### config.mk
export PLATFORM = sky130hd
export DESIGN_NAME = mod_exp_engine
export DESIGN_NICKNAME = d
export VERILOG_FILES = /design/src/rtl/mod_exp_engine.sv
export SDC_FILE = /design/constraint.sdc
export NUM_CORES = 1
export LEC_CHECK = 0
export BUFFER_PORTS_ARGS = -buffer_cell sky130_fd_sc_hd__buf_2
export CAP_MARGIN = 20
export CORE_MARGIN = 4
export CORE_UTILIZATION = 50
export CTS_CLUSTER_DIAMETER = 30
export DETAILED_ROUTE_END_ITERATION = 12
export GPL_TIMING_DRIVEN = 0
export PLACE_DENSITY = 0.69
export SYNTH_ARGS = -nofsm -noshare
export SYNTH_HDL_FRONTEND = slang
export SYNTH_SLANG_ARGS = --single-unit
### constraint.sdc
create_clock -name clk -period 11.75 [get_ports clk]
set_clock_uncertainty 0.05 [all_clocks]
set_input_delay 1.7625 -clock clk [delete_from_list [all_inputs] [get_ports clk]]
set_output_delay 1.7625 -clock clk [all_outputs]
set_load 0.005 [all_outputs]
### src/rtl/mod_exp_engine.sv
// Square-and-multiply modular exponentiation (base^exp mod modulus), MSB-first,
// with bit-serial shift-add modular multiplies. Define MODEXP_CONST_TIME_EN for fixed latency.
module mod_exp_engine #(
    parameter int WIDTH     = 32,
    parameter int EXP_WIDTH = 32
) (
    input  logic                 clk,
    input  logic                 rst,
    input  logic [WIDTH-1:0]     base_i,
    input  logic [EXP_WIDTH-1:0] exp_i,
    input  logic [WIDTH-1:0]     mod_i,
    input  logic                 in_valid_i,
    output logic                 in_ready_o,
    output logic [WIDTH-1:0]     res_o,
    output logic                 res_err_o,
    output logic                 res_valid_o,
    input  logic                 res_ready_i,
    output logic                 busy_o
);

    localparam int CW = $clog2(WIDTH);
    localparam int KW = (EXP_WIDTH > 1) ? $clog2(EXP_WIDTH) : 1;

    typedef enum logic [2:0] {S_IDLE, S_REDUCE, S_SQUARE, S_MULT, S_DONE} state_t;

    state_t               state_q, state_d;
    logic [WIDTH-1:0]     base_q, base_d;   // raw base, then reduced base after REDUCE
    logic [WIDTH-1:0]     mod_q, mod_d;
    logic [WIDTH-1:0]     r_q, r_d;
    logic [WIDTH-1:0]     acc_q, acc_d;
    logic [WIDTH-1:0]     res_q, res_d;
    logic [EXP_WIDTH-1:0] exp_q, exp_d;
    logic [CW-1:0]        cnt_q, cnt_d;
    logic [KW-1:0]        k_q, k_d;
    logic                 err_q, err_d;

    logic [WIDTH-1:0]     op_a, op_b;
    logic [WIDTH:0]       t;
    logic                 exp_bit;
    logic                 last_step;

    // One interleaved shift-add step of op_a*op_b mod m; op_b < m keeps t below 2m.
    always_comb begin
        op_a = r_q;
        op_b = r_q;
        if (state_q == S_REDUCE) begin
            op_a = base_q;
            op_b = WIDTH'(1);
        end else if (state_q == S_MULT) begin
            op_b = base_q;
        end
        t = {acc_q, 1'b0};
        if (t >= {1'b0, mod_q}) t = t - {1'b0, mod_q};
        if (op_a[cnt_q])        t = t + {1'b0, op_b};
        if (t >= {1'b0, mod_q}) t = t - {1'b0, mod_q};
    end

    assign exp_bit   = exp_q[k_q];
    assign last_step = (cnt_q == '0);

    always_comb begin
        // NOTE: every _d takes its _q value first so no path through this block can infer a latch.
        state_d = state_q;
        base_d  = base_q;
        mod_d   = mod_q;
        r_d     = r_q;
        acc_d   = acc_q;
        res_d   = res_q;
        exp_d   = exp_q;
        cnt_d   = cnt_q;
        k_d     = k_q;
        err_d   = err_q;

        unique case (state_q)
            S_IDLE: begin
                if (in_valid_i) begin
                    base_d = base_i;
                    exp_d  = exp_i;
                    mod_d  = mod_i;
                    acc_d  = '0;
                    cnt_d  = CW'(WIDTH - 1);
                    err_d  = 1'b0;
                    if (mod_i == '0) begin
                        res_d   = '0;
                        err_d   = 1'b1;
                        state_d = S_DONE;
                    end else if (mod_i == WIDTH'(1)) begin
                        res_d   = '0;
                        state_d = S_DONE;
                    end else begin
                        state_d = S_REDUCE;
                    end
                end
            end

            S_REDUCE, S_SQUARE, S_MULT: begin
                acc_d = t[WIDTH-1:0];
                cnt_d = cnt_q - CW'(1);
                if (last_step) begin
                    acc_d = '0;
                    cnt_d = CW'(WIDTH - 1);
                    if (state_q == S_REDUCE) begin
                        base_d  = t[WIDTH-1:0];
                        r_d     = WIDTH'(1);
                        k_d     = KW'(EXP_WIDTH - 1);
                        state_d = S_SQUARE;
                    end else if (state_q == S_SQUARE) begin
                        r_d = t[WIDTH-1:0];
`ifdef MODEXP_CONST_TIME_EN
                        state_d = S_MULT;
`else
                        // Zero exponent bits skip the multiply entirely.
                        if (exp_bit) begin
                            state_d = S_MULT;
                        end else if (k_q == '0) begin
                            res_d   = t[WIDTH-1:0];
                            state_d = S_DONE;
                        end else begin
                            k_d     = k_q - KW'(1);
                            state_d = S_SQUARE;
                        end
`endif
                    end else begin
                        if (exp_bit) r_d = t[WIDTH-1:0];
                        if (k_q == '0) begin
                            res_d   = exp_bit ? t[WIDTH-1:0] : r_q;
                            state_d = S_DONE;
                        end else begin
                            k_d     = k_q - KW'(1);
                            state_d = S_SQUARE;
                        end
                    end
                end
            end

            S_DONE: begin
                if (res_ready_i) state_d = S_IDLE;
            end

            default: state_d = S_IDLE;
        endcase
    end

    // NOTE: sequential state uses non-blocking assignments so every flop samples pre-edge values.
    always_ff @(posedge clk or negedge rst) begin
        if (!rst) begin
            state_q <= S_IDLE;
            base_q  <= '0;
            mod_q   <= '0;
            r_q     <= '0;
            acc_q   <= '0;
            res_q   <= '0;
            exp_q   <= '0;
            cnt_q   <= '0;
            k_q     <= '0;
            err_q   <= 1'b0;
        end else begin
            state_q <= state_d;
            base_q  <= base_d;
            mod_q   <= mod_d;
            r_q     <= r_d;
            acc_q   <= acc_d;
            res_q   <= res_d;
            exp_q   <= exp_d;
            cnt_q   <= cnt_d;
            k_q     <= k_d;
            err_q   <= err_d;
        end
    end

    assign in_ready_o  = (state_q == S_IDLE);
    assign res_valid_o = (state_q == S_DONE);
    assign busy_o      = (state_q != S_IDLE);
    assign res_o       = res_q;
    assign res_err_o   = err_q;

endmodule

---- Yosys cells after proc, flatten, opt, wreduce, memory -nomap -nowiden ----
Index checks and enable logic that the tools add are counted.
operators by class
  equal/unequal tests ..................... 14
  reductions and logical operators ........ 14
  $lt $le $gt $ge ......................... 4
  multiplexer cells ....................... 48
  add/sub/neg operators ................... 5
operators with widths
  kind                   count
  $mux W32               21
  $pmux W32 S2           3
  $ge A33 B32 Y1         2
  $mux W33               2
  $add A33 B32 Y33       1
  $sub A33 B32 Y33       1
  $eq A32 B1 Y1 const B  1
  $logic_not A32 Y1      1
  $sub A32 B32 Y32       1
  $mux W5                6
  $mux W3                9
  $lt A5 B6 Y1 const B   2
  $bmux W1 S5            2
  $logic_not A5 Y1       2
  $ne A2 B2 Y1 const B   5
  $pmux W5 S2            1
  $sub A5 B1 Y5 const B  2
  $pmux W3 S3            1
  $reduce_and A7 Y1      1
  $eq A3 B2 Y1 const B   2
  $ne A3 B3 Y1 const B   2
  $reduce_and A2 Y1      3
  $reduce_and A3 Y1      2
  $reduce_and A4 Y1      1
  9 further kinds        11
storage, ports and cells
  output and inout port bits .............. 36
  register bits ........................... 206

---- Logic depth before layout (Yosys ltp) ----
Gate-level depths: netlist of run 1.
  depth in word-level cells ............... 13
  mapped depth ............................ 37
  gate-level depth less buffers ........... 33

---- Worst setup path before layout of run 1 ----
OpenSTA, ideal clock, no wires.
  path kind ............................... register -> register
  start ................................... reg mod_q[1]
  end ..................................... reg res_q[22], in the netlist res_o[22]
  cell stages (with the launch flop) ...... 35
  clock period less this slack ............ 7.189 ns
  buffers on the path ..................... 4
  setup time .............................. 0.081 ns
  path slack .............................. 4.561 ns
  arrival ................................. 7.058 ns
  cell sequence ........................... dfrtp_1 -> inv_1 -> ha_1 -> ha_1 -> and4_1 -> and3_1 -> a31oi_1 -> o211a_1 -> nand2_1 -> o21bai_1 -> clkbuf_1 -> clkbuf_1 -> mux2_2 -> ha_1 -> o211ai_1 -> a21oi_1 -> o311ai_0 -> nand2_1 -> nand2_1 -> a21boi_0 -> o31ai_1 -> ha_1 -> clkbuf_1 -> a21o_1 -> a21o_1 -> a21oi_1 -> nor2_1 -> a211oi_1 -> o32ai_1 -> a31o_2 -> a21oi_1 -> nand2_2 -> buf_6 -> mux2_4 -> o211ai_2
between the ends
  word-level cells in the longest chain between the ends .. 12
  elaborated cells on any way between the ends .. 16
  those cells by class .................... add/sub: 3; order compare: 2; mux: 11
RTL lines
  what                                                       line      RTL
  start: declaration                                         28        logic [WIDTH-1:0] mod_q, mod_d;
  start signal: assignment                                   160       mod_q <= mod_d;
  $sub A33 B32 Y33 / $ge A33 B32 Y1 (equally long branches)  53        if (t >= {1'b0, mod_q}) t = t - {1'b0, mod_q};
  $mux W33                                                   53
  $add A33 B32 Y33                                           54        if (op_a[cnt_q]) t = t + {1'b0, op_b};
  $mux W33                                                   54
  $sub A32 B32 Y32 / $ge A33 B32 Y1 (equally long branches)  55        if (t >= {1'b0, mod_q}) t = t - {1'b0, mod_q};
  $mux W32 (*)                                               55
  $mux W32 (on tied branches)                                -
  $mux W32 (on tied branches)                                125, 113
  $mux W32 (*)                                               107       end else if (state_q == S_SQUARE) begin
  $mux W32 (*)                                               102       if (state_q == S_REDUCE) begin
  $mux W32 (*)                                               99        if (last_step) begin
  $pmux W32 S2 (*)                                           74        unique case (state_q)
  end signal: assignment                                     163       res_q <= res_d;
  end: declaration                                           31        logic [WIDTH-1:0] res_q, res_d;
Every way passes the cells marked *; elsewhere a longest branch is shown, timed or not. The select of a mux whose other input is x is not followed.
A chain may end at the register's enable or synchronous reset.

---- Final worst setup path of run 1 ----
  start ................................... reg acc_q[11]
  end ..................................... reg res_q[30], in the netlist res_o[30]
between the ends
  word-level cells in the longest chain between the ends .. 12
  elaborated cells on any way between the ends .. 16
  those cells by class .................... add/sub: 3; order compare: 2; mux: 11
RTL lines
  what                                                       line      RTL
  start: declaration                                         30        logic [WIDTH-1:0] acc_q, acc_d;
  start signal: assignment                                   151       acc_q <= '0;
  start signal: assignment                                   162       acc_q <= acc_d;
  $sub A33 B32 Y33 / $ge A33 B32 Y1 (equally long branches)  53
  $mux W33 (*)                                               53
  $add A33 B32 Y33                                           54
  $mux W33 (*)                                               54
  $sub A32 B32 Y32 / $ge A33 B32 Y1 (equally long branches)  55
  $mux W32 (*)                                               55
  $mux W32 (on tied branches)                                -
  $mux W32 (on tied branches)                                125, 113
  $mux W32 (*)                                               107
  $mux W32 (*)                                               102
  $mux W32 (*)                                               99
  $pmux W32 S2 (*)                                           74
Marked as above.

==> impl_metrics.ini, run 1 <==
[worst_setup_path]
crit_type = reg -> reg
r2r_slack_ns = 1.97
cp.arrival_ns = 10.13
cp_slowest_cell = a211oi_1
critPathMaxFanout = 10
ff2ff_path_depth = 32
endpoint_kind = flip-flop
r2r_start = acc_q[11]
cp-start-kind = flip-flop
crit_buf_inv = 5
crit_family = compound AO/OA/AOI/OAI gates
crit_top_cell = clkbuf_1
slowest_delay_ns = 0.67
r2r-end = res_o[30]
required_ns = 12.10

[logic_synthesis]
ys_ff_latch = 206
synthTopCellsByArea = dfrtp_1 (33%), nand2_1 (9.3%), ha_1 (7.8%)
yosys_warnings = 0
netlist.area_leader.share = 0.328
syn-num-nets = 2117
synth_area_per_cell_sq_um = 8.20
synth-edff-count = 0
synth_ff_type = dfrtp_1
async_reset_ff_frac = 1.00
synth_cells = 1916
ys_seq_area_frac = 0.328
synth.distinct_cells = 74
netlist_area_sq_um = 15700
synth_area_leader_cell = dfrtp_1

[min_path]
min_path_cells = 2
min_path_type = reg -> reg
holdCritStartpoint = exp_q[11]
worstHoldEndpoint = exp_q[11]

[drt]
routed_wl_um = 52600
drc = 0
via_per_inst = 6.10
antenna_left = 0
dr.first_iter.drc_count = 1357
drtPass1Iterations = 6
via_count = 15500
post_drt_wl_per_cell_um = 20.7

[sta]
tightest_slew_ns = 1.03
hold_viol_final = 0
max-slew-margin-rel = 0.314
fin_crit_ns = 9.78
fin_crit_sh = 0.832
timing.final.ws_setup_ns = 1.97
setup_tns_ns = 0
finalMaxSlewViolations = 0
rsz0062_at_grt = no
setup_viol = 0
max_freq_mhz = 102

[die]
core_area_sq_um = 30800
dieHeight_um = 185
die_x_um = 185
dieArea_sq_um = 34300
io_pins = 136
num_rows = 64
initial_core_util = 0.510

[global_routing]
grt_pass1_wl_um = 81700
grt_remaining_overflow = 0
antenna_found_initial = 1
first_global_vias = 15100
grt_usage = 0.303
grt_max_degree = 105

[clocking]
cts-buffers-inserted = 51
clk_pin_slew_ns = 0.05
cts.repair.resized = 0
clkSinkCount = 206
clockRootBuffer = clkbuf_16
cts_tree = yes
h-tree-depth = 2
hold_buffers = 0
insertion_delay_ns = 0.58
cts_setup_buffers = 0
cts_buffer_depth = 3

[placement]
portBuffers = 135
hpwl_um = 41300
dpl.cell_count = 2449
gp_congestion = 1.04
place_ws_ns = 1.98

[finish]
final_common_cell = nand2_1
post_layout_nonfiller_instances = 2541
syn_to_final_growth_pct = 19.3
num-nets-final = 2307
drive_gt1_frac = 0.144
fin_util = 0.608
antennaDiodeCount = 0
layout_common_cells = nand2_1 (391), o21ai_0 (229), dfrtp_1 (206)

[outcome]
status = finished clean

[run]
timing.max_cap.violations = 0
## how the worst max path moves through the flow
stage | from | cells past startpoint | to
floorplan | mod_q[1] | 34 | res_o[22]
global placement | mod_q[1] | 33 | res_o[30]
detailed placement | mod_q[1] | 33 | res_o[30]
CTS | mod_q[1] | 33 | res_o[30]
global route | mod_q[1] | 33 | res_o[30]
finish | acc_q[11] | 32 | res_o[30]
## synth_stat cells (all sizes together) (10+ instances only)
master,n
mux2,29
xnor2,40
ha,98
inv,64
dfrtp,206
o211ai,42
nor4,15
nand4,50
a211oi,11
nand2b,16
nor3,15
clkbuf,99
nor2b,16
a31oi,14
nor2,63
a21oi,130
o21bai,11
o21ai,242
a21o,44
o21a,14
nand2,392
buf,17
mux2i,39
or3,10
and3,48
mux4,23
xor2,41
nand3,23
## state kept, by name, summed over array words and instances, names as in the netlist, 3 cells and up
| signal | count |
|---|---|
| r_q | 32 |
| cnt_q | 5 |
| k_q | 5 |
| acc_q | 32 |
| state_q | 3 |
| exp_q | 32 |
| base_q | 32 |
| res_o | 32 |
| mod_q | 32 |
## metal layers
| layer | GRT usage | routed length, um | part of all wire |
|---|---|---|---|
| met5 | 0 | 0 | 0 |
| met4 | 0.127 | 2250 | 0.043 |
| met3 | 0.0583 | 4660 | 0.089 |
| met2 | 0.482 | 23900 | 0.45 |
| met1 | 0.407 | 21800 | 0.41 |
## tightest hold or removal path, stage by stage (launching register included)
cell	delay, ns
dfrtp_1	0.33
nand2_1	0.05
nand2_1	0.05
## stage by stage
step | area (sq um) | hold slack, ns
after global routing | 18700 | 0.437
final | 18700 | 0.415
after detailed placement | 16900 | 0.407
after CTS | 18700 | 0.419
after floorplan | 15700 | 0.390
after global placement | 16900 | 0.404
## final cells by class
class	instances	area, sq um
tap	396	495
buffer	116	479
clock buffer	65	1430
timing repair buffer	137	718
fill	2778	12100
multi-input combinational	1529	9840
inverter	65	244
sequential	206	5150
clock inverter	27	382
## kinds of logic (layout without fill, tap and decap cells)
logic type / count (synthesis) / in the layout / share of synthesized area
xor+xnor: 82 / 82 / 0.0467
flops: 206 / 206 / 0.328
mux: 91 / 91 / 0.0789
buf+inv: 181 / 410 / 0.0460
simple gates: 673 / 673 / 0.194
fa+ha+maj: 101 / 101 / 0.0819
compound gates: 582 / 582 / 0.224
Power of run 1 is not shown: default switching activity piles up to over one toggle a cycle in this logic, so the estimate is an artifact.
==> run 2, diff against run 1 <==
- clock period: 11.75 -> 9.23 ns (I/O delays scaled with it)
==> run 2 against run 1 <==
Effect of this change: wire length is 0.73% higher; via count is 0.14% lower; worst setup slack worse by 1.7 ns; non-clock buffer count is 1 higher.
==> impl_metrics.ini, run 2 (same netlist as run 1, synthesis figures left out) <==
[outcome]
status = finished clean

[sta]
fin_crit_ns = 8.91
finalMaxSlewViolations = 0
tightest_slew_ns = 1.04
hold_viol_final = 0
holdWs_ns = 0.415
fin_crit_sh = 0.965
max-slew-margin-rel = 0.309
setup_viol = 0
max_freq_mhz = 112
setup_tns_ns = 0

[worst_setup_path]
crit_type = reg -> reg
ff2ff_path_depth = 32
cp-start-kind = flip-flop
required_ns = 9.60
r2r_slack_ns = 0.32
r2r_start = acc_q[11]
critPathMaxFanout = 10
slowest_delay_ns = 0.52
r2r-end = res_o[17]
cp.arrival_ns = 9.28
cp_slowest_cell = o311ai_1
endpoint_kind = flip-flop

[clocking]
clk_pin_slew_ns = 0.05
h-tree-depth = 2
clockRootBuffer = clkbuf_16
clkSinkCount = 206
cts_buffer_depth = 3
insertion_delay_ns = 0.58
cts_tree = yes
cts-buffers-inserted = 51
hold_buffers = 0

[finish]
antennaDiodeCount = 0
syn_to_final_growth_pct = 20.3
layout_common_cells = nand2_1 (391), o21ai_0 (229), dfrtp_1 (206)
final_common_cell = nand2_1
num-nets-final = 2308
n_fill_cell = 2751
drive_gt1_frac = 0.161
fin_util = 0.613

[global_routing]
grt_remaining_overflow = 0
first_global_vias = 15100
antenna_found_initial = 1
grt_pass1_wl_um = 81700
grt_usage = 0.303
grt_max_degree = 105

[drt]
post_drt_wl_per_cell_um = 20.8
dr.first_iter.drc_count = 1312
antenna_left = 0
via_per_inst = 6.09
via_count = 15500
drc = 0
routed_wl_um = 52900
drtPass1Iterations = 6

[placement]
portBuffers = 135
gp_congestion = 1.04
hpwl_um = 41300

[min_path]
min_path_cells = 2
min_path_type = reg -> reg
holdCritStartpoint = exp_q[11]
worstHoldEndpoint = exp_q[11]

[die]
core_area_sq_um = 30800
dieArea_sq_um = 34300
die_x_um = 185
dieHeight_um = 185
initial_core_util = 0.510
io_pins = 136
num_rows = 64

[run]
timing.max_cap.violations = 0
[run 2: cell types whose count changed in the layout (fill, tap and decap cells not counted), sizes merged]
cell / change
buf: +1
[run 2: how the worst max path moves through the flow]
stage / slack (ns) / to / from / depth (start not counted)
CTS: 0.006 / res_o[23] / acc_q[11] / 34
floorplan: 2.04 / res_o[22] / mod_q[1] / 34
finish: 0.32 / res_o[17] / acc_q[11] / 32
global placement: -0.40 / res_o[30] / mod_q[1] / 33
detailed placement: -0.54 / res_o[30] / mod_q[1] / 33
global route: -0.03 / res_o[17] / acc_q[11] / 34
[run 2: layout make-up]
class	count	area (sq um)	share of cell area
Clock inverter	27	382	0.0202
Buffer	116	484	0.0256
Multi-Input combinational cell	1529	9980	0.528
Clock buffer	65	1430	0.0757
Sequential cell	206	5150	0.273
Timing Repair Buffer	138	726	0.0384
Inverter	65	244	0.0129
Tap cell	396	495	0.0262
[run 2: metrics by stage]
step / area [sq um] / setup WS, ns / cells
global placement: 16900 / -0.404 / 2447
floorplan: 15700 / 2.04 / 1916
detailed placement: 16900 / -0.541 / 2449
global route: 18900 / -0.0271 / 2542
finish: 18900 / 0.320 / 2542
CTS: 18800 / 0.00648 / 2541
[run 2: repair_timing]
action                                  4_1_cts  5_1_grt
resized for setup                             8       30
setup buffers                                 0        1
pin swaps                                     0        1
hold endpoints to repair                      0        0
endpoints found under the setup margin      125      128
[run 2: per-layer routing]
metal / vias up / routed length, um / global-route usage
li1: 7325 / - / -
met1: 7303 / 22100 / 0.408
met3: 144 / 4510 / 0.0581
met2: 704 / 24000 / 0.482
met4: 0 / 2260 / 0.127
met5: - / 0 / 0
[run 2: worst max-delay path: cells and delay by family (launching register included)]
kind | cells | cell delay (ns)
multiplexers | 1 | 0.47
flip-flops | 1 | 0.40
AO/OA/AOI/OAI | 17 | 4.67
AND/OR/NAND/NOR | 6 | 0.92
adder cells (fa/ha/maj) | 3 | 0.97
buffers and inverters | 5 | 1.22
Power of run 2 is left out for the same reason.
